File: src/rtl/perceptron_pkg.sv
// Shared defaults and FSM state encoding for the perceptron sample sequencer.
package perceptron_pkg;

  localparam int unsigned DATA_W      = 4;
  localparam int unsigned NUM_SAMPLES = 3;
  localparam int unsigned NUM_EPOCHS  = 8;

  typedef enum logic [1:0] {
    ST_LOAD   = 2'd0,
    ST_STREAM = 2'd1,
    ST_DONE   = 2'd2
  } state_t;

endpackage

File: src/rtl/perceptron_sample_sequencer_if.sv
// Load and sample-stream handshakes between the sequencer and its neighbours.
interface perceptron_sample_sequencer_if #(
  parameter int unsigned DATA_W = perceptron_pkg::DATA_W
);

  logic              load_valid;
  logic [2*DATA_W:0] load_data;
  logic              load_ready;

  logic              smp_valid;
  logic              smp_ready;
  logic [DATA_W-1:0] smp_x0;
  logic [DATA_W-1:0] smp_x1;
  logic              smp_label;
  logic              smp_last;

  modport master (
    input  load_valid, load_data, smp_ready,
    output load_ready, smp_valid, smp_x0, smp_x1, smp_label, smp_last
  );

  modport slave (
    output load_valid, load_data, smp_ready,
    input  load_ready, smp_valid, smp_x0, smp_x1, smp_label, smp_last
  );

endinterface

File: src/rtl/perceptron_sample_buffer.sv
// Training-sample register file: one synchronous write port, one asynchronous read port.
module perceptron_sample_buffer #(
  parameter int unsigned DEPTH = 3,
  parameter int unsigned WIDTH = 9,
  parameter int unsigned AW    = 2
) (
  input  logic             clk,
  input  logic             rst,
  input  logic             we,
  input  logic [AW-1:0]    waddr,
  input  logic [WIDTH-1:0] wdata,
  input  logic [AW-1:0]    raddr,
  output logic [WIDTH-1:0] rdata_c
);

  logic [WIDTH-1:0] mem [DEPTH];

  always_ff @(posedge clk or posedge rst) begin
    if (rst) begin
      for (int i = 0; i < int'(DEPTH); i++) mem[i] <= '0;
    end else if (we) begin
      mem[waddr] <= wdata;
    end
  end

  assign rdata_c = mem[raddr];

endmodule

File: src/rtl/perceptron_sample_sequencer.sv
// Buffers a small training set and replays it to a perceptron trainer for a fixed
// number of epochs over a valid/ready stream.
module perceptron_sample_sequencer
  import perceptron_pkg::*;
#(
  parameter int unsigned DATA_W      = perceptron_pkg::DATA_W,
  parameter int unsigned NUM_SAMPLES = perceptron_pkg::NUM_SAMPLES,
  parameter int unsigned NUM_EPOCHS  = perceptron_pkg::NUM_EPOCHS
) (
  input  logic                              clk,
  input  logic                              rst,
  input  logic                              start,
  input  logic                              clear,
  output logic [$clog2(NUM_EPOCHS+1)-1:0]   epoch,
  output logic                              busy,
  output logic                              done,
  perceptron_sample_sequencer_if.master     bus
);

  localparam int unsigned WORD_W  = 2 * DATA_W + 1;
  localparam int unsigned CNT_W   = $clog2(NUM_SAMPLES + 1);
  localparam int unsigned PTR_W   = (NUM_SAMPLES > 1) ? $clog2(NUM_SAMPLES) : 1;
  localparam int unsigned EPOCH_W = $clog2(NUM_EPOCHS + 1);

  state_t              state;
  logic [CNT_W-1:0]    count;
  logic [PTR_W-1:0]    rd_ptr;
  logic [PTR_W-1:0]    rd_addr_c;
  logic [WORD_W-1:0]   rd_word_c;
  logic                full_c;
  logic                accept_c;
  logic                launch_c;
  logic                hs_c;
  logic                last_c;

  // rd_addr_c selects the sample to be presented after this edge: next slot while
  // streaming, otherwise slot 0 for a fresh replay.
  always_comb begin
    full_c    = (count == CNT_W'(NUM_SAMPLES));
    accept_c  = (state == ST_LOAD) && bus.load_valid && bus.load_ready && !clear;
    launch_c  = start && !clear && (((state == ST_LOAD) && full_c) || (state == ST_DONE));
    hs_c      = (state == ST_STREAM) && bus.smp_valid && bus.smp_ready;
    last_c    = (rd_ptr == PTR_W'(NUM_SAMPLES - 1));
    rd_addr_c = ((state == ST_STREAM) && !last_c) ? rd_ptr + PTR_W'(1) : '0;
  end

  perceptron_sample_buffer #(
    .DEPTH (NUM_SAMPLES),
    .WIDTH (WORD_W),
    .AW    (PTR_W)
  ) u_buffer (
    .clk     (clk),
    .rst     (rst),
    .we      (accept_c),
    .waddr   (PTR_W'(count)),
    .wdata   (bus.load_data),
    .raddr   (rd_addr_c),
    .rdata_c (rd_word_c)
  );

  always_ff @(posedge clk or posedge rst) begin
    if (rst) begin
      state          <= ST_LOAD;
      count          <= '0;
      rd_ptr         <= '0;
      epoch          <= '0;
      busy           <= 1'b0;
      done           <= 1'b0;
      bus.load_ready <= 1'b1;
      bus.smp_valid  <= 1'b0;
      bus.smp_last   <= 1'b0;
      bus.smp_x0     <= '0;
      bus.smp_x1     <= '0;
      bus.smp_label  <= 1'b0;
    end else if (clear) begin
      state          <= ST_LOAD;
      count          <= '0;
      rd_ptr         <= '0;
      epoch          <= '0;
      busy           <= 1'b0;
      done           <= 1'b0;
      bus.load_ready <= 1'b1;
      bus.smp_valid  <= 1'b0;
      bus.smp_last   <= 1'b0;
    end else if (launch_c) begin
      state          <= ST_STREAM;
      rd_ptr         <= '0;
      epoch          <= '0;
      busy           <= 1'b1;
      done           <= 1'b0;
      bus.smp_valid  <= 1'b1;
      bus.smp_last   <= (rd_addr_c == PTR_W'(NUM_SAMPLES - 1));
      bus.smp_x0     <= rd_word_c[DATA_W-1:0];
      bus.smp_x1     <= rd_word_c[2*DATA_W-1:DATA_W];
      bus.smp_label  <= rd_word_c[2*DATA_W];
    end else if (accept_c) begin
      count          <= count + CNT_W'(1);
      bus.load_ready <= (count < CNT_W'(NUM_SAMPLES - 1));
    end else if (hs_c) begin
      rd_ptr         <= rd_addr_c;
      bus.smp_last   <= (rd_addr_c == PTR_W'(NUM_SAMPLES - 1));
      bus.smp_x0     <= rd_word_c[DATA_W-1:0];
      bus.smp_x1     <= rd_word_c[2*DATA_W-1:DATA_W];
      bus.smp_label  <= rd_word_c[2*DATA_W];
      if (last_c) begin
        epoch <= epoch + EPOCH_W'(1);
        // Final epoch wrapped: stop presenting and latch completion.
        if (epoch == EPOCH_W'(NUM_EPOCHS - 1)) begin
          state         <= ST_DONE;
          busy          <= 1'b0;
          done          <= 1'b1;
          bus.smp_valid <= 1'b0;
          bus.smp_last  <= 1'b0;
        end
      end
    end
  end

endmodule

File: src/flat_wrapper.sv
// flat-port wrapper written by rule: the top's interface ports become plain ports
module perceptron_sample_sequencer_flat import perceptron_pkg::*;
#(
  parameter int unsigned DATA_W      = perceptron_pkg::DATA_W,
  parameter int unsigned NUM_SAMPLES = perceptron_pkg::NUM_SAMPLES,
  parameter int unsigned NUM_EPOCHS  = perceptron_pkg::NUM_EPOCHS
)
  (clk, rst, start, clear, epoch, busy, done, bus_load_valid, bus_load_data, bus_smp_ready, bus_load_ready, bus_smp_valid, bus_smp_x0, bus_smp_x1, bus_smp_label, bus_smp_last);
  perceptron_sample_sequencer_if #(.DATA_W(DATA_W)) bus_i ();
  input  logic clk;
  input  logic rst;
  input  logic start;
  input  logic clear;
  output logic [$clog2(NUM_EPOCHS+1)-1:0] epoch;
  output logic busy;
  output logic done;
  input wire logic [$bits(bus_i.load_valid)-1:0] bus_load_valid;
  input wire logic [$bits(bus_i.load_data)-1:0] bus_load_data;
  input wire logic [$bits(bus_i.smp_ready)-1:0] bus_smp_ready;
  output wire logic [$bits(bus_i.load_ready)-1:0] bus_load_ready;
  output wire logic [$bits(bus_i.smp_valid)-1:0] bus_smp_valid;
  output wire logic [$bits(bus_i.smp_x0)-1:0] bus_smp_x0;
  output wire logic [$bits(bus_i.smp_x1)-1:0] bus_smp_x1;
  output wire logic [$bits(bus_i.smp_label)-1:0] bus_smp_label;
  output wire logic [$bits(bus_i.smp_last)-1:0] bus_smp_last;
  assign bus_i.load_valid = bus_load_valid;
  assign bus_i.load_data = bus_load_data;
  assign bus_i.smp_ready = bus_smp_ready;
  assign bus_load_ready = bus_i.load_ready;
  assign bus_smp_valid = bus_i.smp_valid;
  assign bus_smp_x0 = bus_i.smp_x0;
  assign bus_smp_x1 = bus_i.smp_x1;
  assign bus_smp_label = bus_i.smp_label;
  assign bus_smp_last = bus_i.smp_last;
  perceptron_sample_sequencer #(.DATA_W(DATA_W), .NUM_SAMPLES(NUM_SAMPLES), .NUM_EPOCHS(NUM_EPOCHS)) u_core (.clk(clk), .rst(rst), .start(start), .clear(clear), .epoch(epoch), .busy(busy), .done(done), .bus(bus_i));
endmodule
File: config.mk
export PLATFORM = sky130hd
export DESIGN_NAME = perceptron_sample_sequencer_flat
export DESIGN_NICKNAME = d
export VERILOG_FILES = /design/src/rtl/perceptron_pkg.sv /design/src/rtl/perceptron_sample_sequencer_if.sv /design/src/rtl/perceptron_sample_buffer.sv /design/src/rtl/perceptron_sample_sequencer.sv /design/src/flat_wrapper.sv
export SDC_FILE = /design/constraint.sdc
export NUM_CORES = 1
export LEC_CHECK = 0
export BUFFER_PORTS_ARGS = -buffer_cell sky130_fd_sc_hd__buf_4
export CAP_MARGIN = 20
export CORE_ASPECT_RATIO = 0.6
export CORE_UTILIZATION = 51
export CTS_CLUSTER_DIAMETER = 60
export DETAILED_ROUTE_END_ITERATION = 12
export HOLD_SLACK_MARGIN = 0.08
export PLACE_DENSITY = 0.76
export SETUP_SLACK_MARGIN = 0.2
export SLEW_MARGIN = 15
export SYNTH_ARGS = -nofsm -noshare
export SYNTH_HDL_FRONTEND = slang
export SYNTH_SLANG_ARGS = --single-unit
File: constraint.sdc
create_clock -name clk -period 1.9 [get_ports clk]
set_clock_uncertainty 0.15 [all_clocks]
set_input_delay 0.38 -clock clk [delete_from_list [all_inputs] [get_ports clk]]
set_output_delay 0.38 -clock clk [all_outputs]
set_load 0.01 [all_outputs]
; ---- Word-level counts from Yosys, hierarchy flattened
; Cells that the tools add are included.
[word_totals]
regBits = 50
inputBits = 15
out_inout_bits = 18
word_cells = 112
[classes]
n_addsub = 3
magnitude_cmp = 4
eq_ne = 9
mux = 55
bitwise_logic = 3
n_reduce_logical = 24
[op_table]
columns = operator, n
row1 = 4-bit 2-to-1 mux, 11
row2 = 2-bit 2-to-1 mux, 14
row3 = 27-bit bitwise mux, 1
row4 = 9-bit 2-to-1 mux, 3
row5 = 1-bit 2-to-1 mux, 24
row6 = 9-bit binary-select mux with 2-bit select, 1
row7 = 9-bit demux with 2-bit select, 1
row8 = 1-bit logical AND, 10
row9 = 3-bit nonzero test, 3
row10 = 2-bit == test (second input constant), 4
row11 = 3-bit >= comparator (second input constant), 2
row12 = 2-bit inverter with 3-bit output, 2
row13 = 3-bit AND reduction, 2
row14 = 2-bit by 1-bit adder with 2-bit output (second input constant), 2
row15 = 4-bit by 1-bit adder with 4-bit output (second input constant), 1
row16 = 4-bit by 3-bit == test with 1-bit output (second input constant), 1
row17 = 2-bit inequality test (second input constant), 2
row18 = 2-bit AND reduction, 2
row19 = 4-bit AND reduction, 1
row20 = 2-bit nonzero test, 2
row21 = 3-bit by 1-bit less-than comparator with 1-bit output (second input constant), 1
row22 = 3-bit inequality test (second input constant), 1
row23 = 2-bit by 1-bit == test with 1-bit output (second input constant), 1
row24 = 1-bit zero test, 2
row25 = 4 further kinds, 4

; ---- Depth between registers and ports, before layout
; Gate-level depths: netlist (run 1).
[depth]
depth_word = 11
mapped_depth = 7

; ---- Modules after synthesis
; Synthesis (run 1) repeated with hierarchy kept, for this count alone.
[unflattened]
cells_unflattened = 187
hier_area_um2 = 2298.5
[modules_own_cells]
columns = module, n_inst, cells_per_inst, area_per_inst_um2, seq_area_each_um2
row1 = perceptron_sample_buffer, 1, 81, 1216.2, 675.6
row2 = perceptron_sample_sequencer, 1, 106, 1082.3, 526.8

; ---- Worst setup path before layout (run 1)
; Ideal clock, no wire load.
[synth_path]
path_type = reg2reg
from = reg u_core.state[1]
to = reg u_core.u_buffer.mem[0] (netlist name)
setup_ns = 0.125
arrival_time_ns = 1.619
t_required_ns = 1.625
path_slack_ns = 0.005
stages_incl_launch_ff = 6
n_path_buf = 2
synth_period_minus_slack_ns = 1.895
path_cell_list = dfrtp_1 -> buf_6 -> nand3b_4 -> or4b_4 -> buf_6 -> mux2_4
[synth_via]
elab_chain_len = 4
[synth_rtl]
columns = element, line
row1 = from (decl), perceptron_sample_sequencer.sv:25  ; state_t state;
row2 = from (signal assigned), perceptron_sample_sequencer.sv:63  ; state <= ST_LOAD;
row3 = from (signal assigned), perceptron_sample_sequencer.sv:76  ; state <= ST_LOAD;
row4 = from (signal assigned), perceptron_sample_sequencer.sv:86  ; state <= ST_STREAM;
row5 = 2-bit zero test, perceptron_sample_sequencer.sv:40  ; accept_c = (state == ST_LOAD) && bus.load_valid && bus.load_ready && !clear;
row6 = 1-bit logical AND (3 in a row), perceptron_sample_sequencer.sv:40
row7 = "to (signal, indexed assignment)", perceptron_sample_buffer.sv:22  ; mem[waddr] <= wdata;
row8 = to (decl), perceptron_sample_buffer.sv:16  ; logic [WIDTH-1:0] mem [DEPTH];
; Every way passes these cells.
; A chain may end at the register's enable or synchronous reset.

; ---- Worst setup path after layout (run 1)
[layout_path]
from = reg u_core.bus.load_ready
to = reg u_core.u_buffer.mem[3] (netlist name)
[layout_via]
elab_chain_len = 2
[layout_rtl]
columns = element, line
row1 = from (decl), perceptron_sample_sequencer_if.sv:19  ; output load_ready, smp_valid, smp_x0, smp_x1, smp_label, smp_last
row2 = from (signal assigned), perceptron_sample_sequencer.sv:98  ; bus.load_ready <= (count < CNT_W'(NUM_SAMPLES - 1));
row3 = 1-bit logical AND (2 in a row), perceptron_sample_sequencer.sv:40
; Every way passes these cells.

==> results of run 1 <==
[power by group]
| part | switching (W) | leakage [nW] | internal [W] |
|---|---|---|---|
| Combinational | 0.000302 | 0.851 | 0.000469 |
| Sequential | 0.000185 | 0.577 | 0.00131 |
| Clock | 0.000325 | 0.0455 | 0.000297 |
| Total | 0.000812 | 1.47 | 0.00208 |
[cell usage after synthesis (all sizes together) (2+ instances only)]
master and number:
a21oi 11, a2bb2oi 9, buf 6, clkbuf 4
dfrtp 47, ha 6, inv 14, mux2 27
mux2i 10, nand2 7, nand3b 2, nor2 7
nor3 3, nor3b 3, o21ai 9, xnor2 2
xor2 2
[sequential cells by signal, indices dropped and copies added (netlist names)]
| signal | count |
|---|---|
| u_core.bus.load_ready | 1 |
| u_core.bus.smp_label | 1 |
| u_core.bus.smp_last | 1 |
| u_core.bus.smp_x0 | 4 |
| u_core.bus.smp_x1 | 4 |
| u_core.count | 2 |
| u_core.epoch | 4 |
| u_core.rd_ptr | 2 |
| u_core.state | 2 |
| u_core.u_buffer.mem | 27 |
[metrics by stage]
stage               utilization, %  power, W  instances  worst slack [ns]
finish                        70.2   0.00289        298            0.0591
global route                  70.2   0.00303        298            0.0360
CTS                           67.7   0.00285        293            0.0668
detailed placement            63.4   0.00221        278            0.0342
global placement              63.4   0.00214        278            0.0755
floorplan                        -   0.00194        185           0.00539
[kinds of logic (layout without fill, tap and decap cells)]
logic type,after synthesis,after routing
buffers and inverters,24,76
DFF,48,48
AOI/OAI and AO/OA,35,35
muxes,37,37
adders and majority gates,6,6
and+or+nand+nor,31,32
xor gates and xnor gates,4,4
[per-layer routing]
layer	share of wire, %	routed length (um)
met4	1.9	102
met2	47	2560
met5	0	0
met1	45	2430
met3	6.3	342
[cell type report]
cell class | count | area (um2) | area share, %
flip-flops and latches | 48 | 1200 | 40.5
multi-input cells | 114 | 1110 | 37.5
repair buffers | 54 | 435 | 14.7
clock buffers | 8 | 90.1 | 3.03
well taps | 60 | 75.1 | 2.53
inverters | 14 | 52.6 | 1.77
[timing repair]
item / 4_1_cts / 5_1_grt
gates resized for setup: 10 / 17
hold buffers: 1 / 0
gates cloned: 3 / 0
endpoints found under the hold margin: 16 / 0
endpoints found under the setup margin: 21 / 41
pin swaps: 1 / 8
setup buffers: 3 / 5
[critical path, cell delays in order (launching register included)]
cell	delay, ns
dfstp_2	0.57
nand3b_4	0.10
or4b_4	0.58
mux2_4	0.33
[how the worst max path moves through the flow]
stage | from | endpoint | slack, ns | cells after the start
floorplan | u_core.state[1] | u_core.u_buffer.mem[0] | 0.005 | 5
global placement | u_core.bus.load_ready | u_core.u_buffer.mem[2] | 0.08 | 3
detailed placement | u_core.bus.load_ready | u_core.u_buffer.mem[3] | 0.03 | 3
CTS | u_core.bus.load_ready | u_core.u_buffer.mem[3] | 0.07 | 3
global route | u_core.bus.load_ready | u_core.u_buffer.mem[4] | 0.04 | 3
finish | u_core.bus.load_ready | u_core.u_buffer.mem[3] | 0.06 | 3
==> results.toml, run 1 <==
[final_layout]
layout.nets = 258
fillers = 318
areaGrowthSynthToFinish_pct = 28.0
fin_area_mm2 = 0.00297
num_antenna_cells = 0
drive_gt1_share_pct = 47.5
final_cell_mix = "buf_4 (48), dfrtp_1 (46), mux2_2 (18), inv_1 (11), mux2i_1 (10)"
mostFrequentLayoutCell = "buf_4"

[clock_tree]
cts_buffers = 5
cts.clk_slew.worst_paths_ns = 0.08
clock-root-buffer = "clkbuf_8"
clkSinkCount = 48
htree_levels = 2
cts_tree = "built"
clk_latency_ns = 0.30
cts_max_path_buffers = 2

[grt]
grt_max_degree = 32
grt_util_met3_pct = 6.64
grt.total_usage_pct = 24.6
grt_pass1_vias = 1622
grt_most_used_layer = "met2"
grt-ovfl-total = 0
grt_antenna_before_repair = 0
grtUsageMet2_pct = 39.8
grtUsageMet1_pct = 32.3
grt_pass1_wl_um = 8270

[routing]
initialDrtViolationCount = 79
ant_nets = 0
drt_first_pass_iters = 4
routed_via_density = 5.63
avgRoutedWirePerCell_um = 18.2
drt-total-wl_um = 5430
drcViolationCount = 0
vias = 1679

[worst_setup_path]
start_kind = "flip-flop"
cp.arrival_ns = 1.88
timing.rr.end = "u_core.u_buffer.mem[3]"
r2r_cells = 3
timing.rr.start = "u_core.bus.load_ready"
endpoint_kind = "flip-flop"
crit_required_ns = 1.94
cp_max_fo = 5
crit_type = "reg2reg"
r2r_slack_ns = 0.06

[timing]
fin_crit_ns = 1.84
setup_violations = 0
hold_ws_ns = 0.171
grt_setup_unrepaired = "true"
fmax_mhz = 543
hold_viol_final = 0
max-slew-margin-rel_pct = 51.3
slew_viol_final = 0
worstMarginPinSlew_ns = 0.725
finalSetupTns_ns = 0
fin_crit_sh_pct = 96.9

[synthesis]
ys_ff_latch = 48
synth_cell_type_count = 38
synth_edf_count = 0
yosys.area_share.simple_pct = 9.65
synth.area.mux_share_pct = 18.9
synthAdderAreaFrac_pct = 3.23
syn_area_mm2 = 0.00232
synth-compound-area-share_pct = 9.70
synth_top_area_share_pct = 50.7
async_reset_ff_share_pct = 100
postSynthCellCount = 185
synth_ff_type = "dfrtp_1"
ys_warn_count = 0
synth_top_family_by_area = "multiplexers"
ys_seq_area_share_pct = 51.8
yosys.area_share.xor_xnor_pct = 1.51
synth_top_cell_by_area = "dfrtp_1"
syn_avg_cell_area_um2 = 12.5
synthTopCellsByArea = "dfrtp_1 (51%), mux2_2 (8.7%), mux2_4 (5.8%), mux2i_1 (4.3%), a2bb2oi_1 (3.4%)"
syn_nets = 206

[placed_design]
dpl.hpwl_um = 3570
port_buffers = 32
gp_congestion = 0.837
post_dp_cell_area_mm2 = 0.00268

[hold_path]
min_path_type = "in2reg"
hp-start = "clear"
hold_end = "u_core.count[0]"
holdPathStages = 2

[pwr]
power.density_mw_per_mm2 = 972
vdd_drop_max_mv = 0.569
p_leak_nw = 1.47

[floorplanning]
die_h_um = 54.3
dieArea_mm2 = 0.00483
initial_core_util_pct = 54.8
row_count = 18
fp.dieW_um = 89.1
io_pins = 33
core-area_mm2 = 0.00423

[outcome]
status = "finished, final reports clean"

[run]
drv_cap = 0
Note: power is estimated with default switching activity, not from simulation.
==> run 2: changes to the inputs <==
ABC_AREA = 1   (was unset)
==> run 2 against run 1 <==
Fmax grew 5.5%. Highest routed layer unchanged. Sequential share of layout area shrank 0.78 points. Clock-buffer cell count shrank 1. Cell count grew 33%. Critical path type unchanged. Largest cell class unchanged.
==> results.toml, run 2 <==
[worst_setup_path]
crit_top_cell = "nand2_1"
path_cells = "inv_2 > ha_4 > nand3b_1 > buf_6 > buf_8 > nand3_2 > nand2_1 > nand2_1 > nand2_1"
cp.arrival_ns = 1.80
cp_max_fo = 7
slowest_stage = "dfrtp_1"
cp.buffers_inverters = 3
endpoint_kind = "flip-flop"
path_delay_family = "simple AND/OR/NAND/NOR gates"
cpPeakStageDelay_ns = 0.40
crit_type = "reg2reg"
start_kind = "flip-flop"
crit_required_ns = 1.95

[grt]
grt_antenna_before_repair = 0
grt.total_usage_pct = 22.7
grt_max_degree = 49
grt_pass1_vias = 1725
grt-ovfl-total = 0
grt_pass1_wl_um = 8540

[clock_tree]
cts_buffers = 5
cts_max_path_buffers = 2
htree_levels = 2
clock-root-buffer = "clkbuf_8"
clkSinkCount = 48
clk_latency_ns = 0.30
cts.clk_slew.worst_paths_ns = 0.09
cts_tree = "built"

[routing]
vias = 2060
initialDrtViolationCount = 194
drt-total-wl_um = 5740
routed_via_density = 5.19
drcViolationCount = 0
avgRoutedWirePerCell_um = 14.4
ant_nets = 0
drt_first_pass_iters = 4

[timing]
setup_violations = 0
finalSetupTns_ns = 0
max-slew-margin-rel_pct = 70.7
fmax_mhz = 573
fin_crit_sh_pct = 91.8
slew_viol_final = 0
timing.final.ws_setup_ns = 0.155
grt_setup_unrepaired = "true"
hold_viol_final = 0
worstMarginPinSlew_ns = 0.436
fin_crit_ns = 1.75

[synthesis]
synth_commonest_cells = "nand2_1 (87), dfrtp_1 (47), inv_1 (35), nand3_1 (29), o21ai_1 (20)"
ys_seq_area_share_pct = 50.3
syn_avg_cell_area_um2 = 8.35
yosys.area_share.xor_xnor_pct = 0.367
ys_warn_count = 0
synthAdderAreaFrac_pct = 3.14
synth_edf_count = 0
synth_top_cell_by_area = "dfrtp_1"
synth.area.mux_share_pct = 0
synthTopCellsByArea = "dfrtp_1 (49%), nand2_1 (14%), nand3_1 (6.1%), inv_1 (5.5%), o21ai_1 (4.2%)"
async_reset_ff_share_pct = 100
yosys.area_share.simple_pct = 27.5
synth_top_family_by_area = "simple AND/OR/NAND/NOR gates"
syn_area_mm2 = 0.00239
syn_nets = 307
ys_ff_latch = 48
synth_ff_type = "dfrtp_1"
synth_cell_type_count = 26
synth.most_common_cell = "nand2_1"
postSynthCellCount = 286
synth-compound-area-share_pct = 9.11
synth_top_area_share_pct = 49.2

[floorplanning]
fp.dieW_um = 90.4
row_count = 18
io_pins = 33
dieArea_mm2 = 0.00497
die_h_um = 55.0
core-area_mm2 = 0.00430
initial_core_util_pct = 55.5

[pwr]
p_leak_nw = 1.61
vdd_drop_max_mv = 0.635
power.density_mw_per_mm2 = 997

[final_layout]
num_antenna_cells = 0
drive_gt1_share_pct = 31.2
mostFrequentLayoutCell = "nand2_1"
final_core_util_pct = 70.5
fin_area_mm2 = 0.00303
areaGrowthSynthToFinish_pct = 26.9
largest-register = "u_core.u_buffer.mem"
final_cell_mix = "nand2_1 (80), dfrtp_1 (45), buf_4 (44), inv_1 (33), nand3_1 (23)"
largest_reg_flops = 27
layout.nets = 358

[hold_path]
min_path_type = "in2reg"

[placed_design]
place_ws_ns = 0.176
post_dp_cell_area_mm2 = 0.00270
dpl.hpwl_um = 3500
gp_congestion = 0.884
port_buffers = 32

[run]
drv_cap = 0

[outcome]
status = "finished, final reports clean"
==> run 2: changes by cell type after synthesis, sizes merged, moves of 9 or more <==
cell,delta
a2bb2oi,-9
inv,+24
mux2,-27
mux2i,-10
nand2,+84
nand3,+30
o21ai,+24
==> run 2: layout make-up <==
type	count	area, um2
Fill cell	346	1270
Sequential cell	48	1200
Multi-Input combinational cell	190	1070
Timing Repair Buffer	52	432
Inverter	39	149
Clock buffer	7	96.3
Tap cell	60	75.1
Timing Repair inverter	1	7.51
==> run 2: worst paths after layout <==
kind,to,start,cells after the start,slack [ns]
max reg2reg,u_core.bus.smp_x1[1],u_core.rd_ptr[0],9,0.15
max in group asynchronous,u_core.bus.load_ready,rst,4,0.83
min in group asynchronous,u_core.count[0],rst,4,0.51
min reg2reg,u_core.bus.smp_x0[3],u_core.bus.smp_x0[3],2,0.34
min,u_core.state[0],clear,2,0.13
max,u_core.bus.smp_x1[1],u_core.rd_ptr[0],9,0.15
==> run 2: stage by stage <==
stage	hold slack, ns	cells	power (W)
2_1_floorplan	0.296	286	0.00200
3_3_place_gp	0.293	376	0.00226
3_5_place_dp	0.292	376	0.00230
4_1_cts	0.124	384	0.00295
5_1_grt	0.128	397	0.00321
6_report	0.127	397	0.00302
==> run 2: power by group <==
part           switching, W  internal (W)  total [W]
registers          0.000177       0.00133    0.00150
logic              0.000479      0.000390   0.000869
clock network      0.000325      0.000324   0.000650
total              0.000981       0.00204    0.00302
==> run 2: worst reg2reg max path: stages, from the launching register on <==
cell and delay, ns:
dfrtp_1 0.40, inv_2 0.09, ha_4 0.20, nand3b_1 0.21, buf_6 0.17, buf_8 0.14
nand3_2 0.07, nand2_1 0.09, nand2_1 0.07, nand2_1 0.05
==> run 2: cell families (layout without fill, tap and decap cells) <==
group | count (synthesis) | count (layout)
AND/OR/NAND/NOR | 145 | 147
buffers and inverters | 50 | 99
flip-flops | 48 | 48
AO/OA/AOI/OAI | 36 | 36
adder cells (fa/ha/maj) | 6 | 6
XOR/XNOR | 1 | 1
==> run 2: what timing repair did <==
action                                  4_1_cts  5_1_grt
gates resized for setup                       1       32
endpoints found under the setup margin       17       46
buffers inserted                              0       10
hold endpoints to repair                     47        0
pin swaps                                     0       12
cloned                                        0        3
hold buffers                                  1        0
==> run 2: per-layer routing <==
layer	wire length (um)	GRT usage [%]	vias up
met5	0	0	-
met3	410	4.78	7
met1	2710	34.0	966
met2	2580	34.2	73
met4	38	4.84	0
li1	-	-	1014
==> run 3: changes to the inputs <==
CELL_PAD_IN_SITES_DETAIL_PLACEMENT = 0   (was unset)
CELL_PAD_IN_SITES_GLOBAL_PLACEMENT = 2   (was unset)
CORE_UTILIZATION = 30   (was 51)
PLACE_DENSITY = 0.75   (was 0.76)
==> run 3 against run 2 <==
Register-to-register slack gained 0.08 ns. Cell count grew 12%. Final area grew 5.9%. Sequential cell count is the same. Total power grew 9.9%. Critical path depth shrank 2. Worst hold slack gained 0.027 ns. Core utilization shrank 28 points. Combinational power grew 3.7%. Largest power group unchanged.
==> results.toml, run 3 (synthesized netlist as in run 2, its figures left out) <==
[floorplanning]
row_count = 24
fp.dieW_um = 117
die_h_um = 71.1
io_pins = 33
initial_core_util_pct = 31.9
core-area_mm2 = 0.00748
dieArea_mm2 = 0.00833

[final_layout]
final_cell_mix = "nand2_1 (75), buf_4 (48), dfrtp_1 (46), inv_1 (32), nand3_1 (22)"
largest_reg_flops = 27
mostFrequentLayoutCell = "nand2_1"
num_antenna_cells = 0
areaGrowthSynthToFinish_pct = 34.5
drive_gt1_share_pct = 34.1
layout.nets = 360
multi_input_area_mm2 = 0.00109
regArea_mm2 = 0.00120
largest-register = "u_core.u_buffer.mem"
fillers = 763

[hold_path]
min_path_type = "in2reg"

[worst_setup_path]
r2r_slack_ns = 0.23
endpoint_kind = "flip-flop"
crit_type = "reg2reg"
cp_max_fo = 18
crit_required_ns = 1.93
cp.arrival_ns = 1.70
start_kind = "flip-flop"

[placed_design]
dpl.hpwl_um = 4350
gp_congestion = 0.791
place_ws_ns = 0.125
port_buffers = 32

[clock_tree]
clkSinkCount = 48
htree_levels = 2
cts_max_path_buffers = 2
clock-root-buffer = "clkbuf_16"
cts_tree = "built"
cts.clk_slew.worst_paths_ns = 0.06
clk_latency_ns = 0.29
cts_buffers = 5

[pwr]
p_leak_nw = 1.67
vdd_drop_max_mv = 0.347
power.density_mw_per_mm2 = 1030

[routing]
ant_nets = 0
drt_first_pass_iters = 4
avgRoutedWirePerCell_um = 13.7
drcViolationCount = 0
drt-total-wl_um = 6070
routed_via_density = 4.44
vias = 1973
initialDrtViolationCount = 130

[timing]
hold_viol_final = 0
timing.final.ws_setup_ns = 0.232
fmax_mhz = 600
setup_violations = 0
hold_ws_ns = 0.154
max-slew-margin-rel_pct = 76.3
finalSetupTns_ns = 0
fin_crit_ns = 1.67
worstMarginPinSlew_ns = 0.353
fin_crit_sh_pct = 87.8
slew_viol_final = 0
grt_setup_unrepaired = "true"

[grt]
grt.total_usage_pct = 16.1
grt_pass1_wl_um = 9890
grt_max_degree = 49
grt_pass1_vias = 1858
grt_antenna_before_repair = 0
grt-ovfl-total = 0

[run]
drv_cap = 0

[outcome]
status = "finished, final reports clean"
==> run 3: cell count changes in the layout (fill, tap and decap cells not counted), moves of 4 or more <==
cell	delta
clkbuf_8	-6
buf_4	+4
nand2_2	+4
clkbuf_16	+5
nand2_1	-5
==> run 3: path summary, 6_finish.rpt <==
path                                          end             startpoint  cells after the start
setup / recovery           u_core.u_buffer.mem[8]  u_core.bus.load_ready                      7
hold / removal                    u_core.state[0]                  clear                      2
setup reg to reg           u_core.u_buffer.mem[8]  u_core.bus.load_ready                      7
hold reg to reg              u_core.bus.smp_x0[1]   u_core.bus.smp_x0[1]                      2
max in group asynchronous   u_core.bus.load_ready                    rst                      4
min in group asynchronous         u_core.count[0]                    rst                      4
==> run 3: area by class of cell <==
type                       count  area share (%)
multi-input combinational    188            34.0
sequential                    48            37.5
tap                          104            4.05
inverter                      39            4.64
timing repair buffer          57            15.2
clock inverter                 2           0.312
clock buffer                   6            4.32
==> run 3: critical path, stage by stage, from the launching register on <==
cell     delay, ns
dfstp_2       0.57
nand2_4       0.06
nor4_4        0.24
buf_4         0.19
nand2_2       0.07
buf_12        0.16
nand2_1       0.07
o21ai_2       0.05
==> run 3: metrics by stage <==
| step | cell area (um2) | util (%) | power (W) | instances |
|---|---|---|---|---|
| after global routing | 3210 | 43.0 | 0.00356 | 444 |
| after detailed placement | 2820 | 37.7 | 0.00234 | 426 |
| after floorplan | 2390 | - | 0.00200 | 286 |
| after CTS | 2990 | 40.0 | 0.00326 | 435 |
| final | 3210 | 43.0 | 0.00332 | 444 |
| after global placement | 2820 | 37.7 | 0.00235 | 426 |
==> run 3: layer usage <==
metal | vias up | share of wire (%) | routed length, um | global-route usage [%]
met4 | 0 | 0.35 | 21 | 4.22
met2 | 36 | 37 | 2250 | 18.4
met5 | - | 0 | 0 | 0
li1 | 1023 | - | - | -
met3 | 2 | 4.1 | 251 | 4.20
met1 | 912 | 58 | 3540 | 27.8
==> run 3: power breakdown <==
group	switching (W)	internal (W)	leakage (nW)
sequential	0.000192	0.00133	0.623
clock	0.000379	0.000519	0.0766
combinational	0.000479	0.000423	0.970
total	0.00105	0.00227	1.67
==> run 3: timing repair <==
item	in CTS	in global routing
setup buffers	0	9
resized for setup	4	41
setup endpoints to repair	28	47
pin swaps	0	12
endpoints found under the hold margin	47	0
hold buffers	1	0
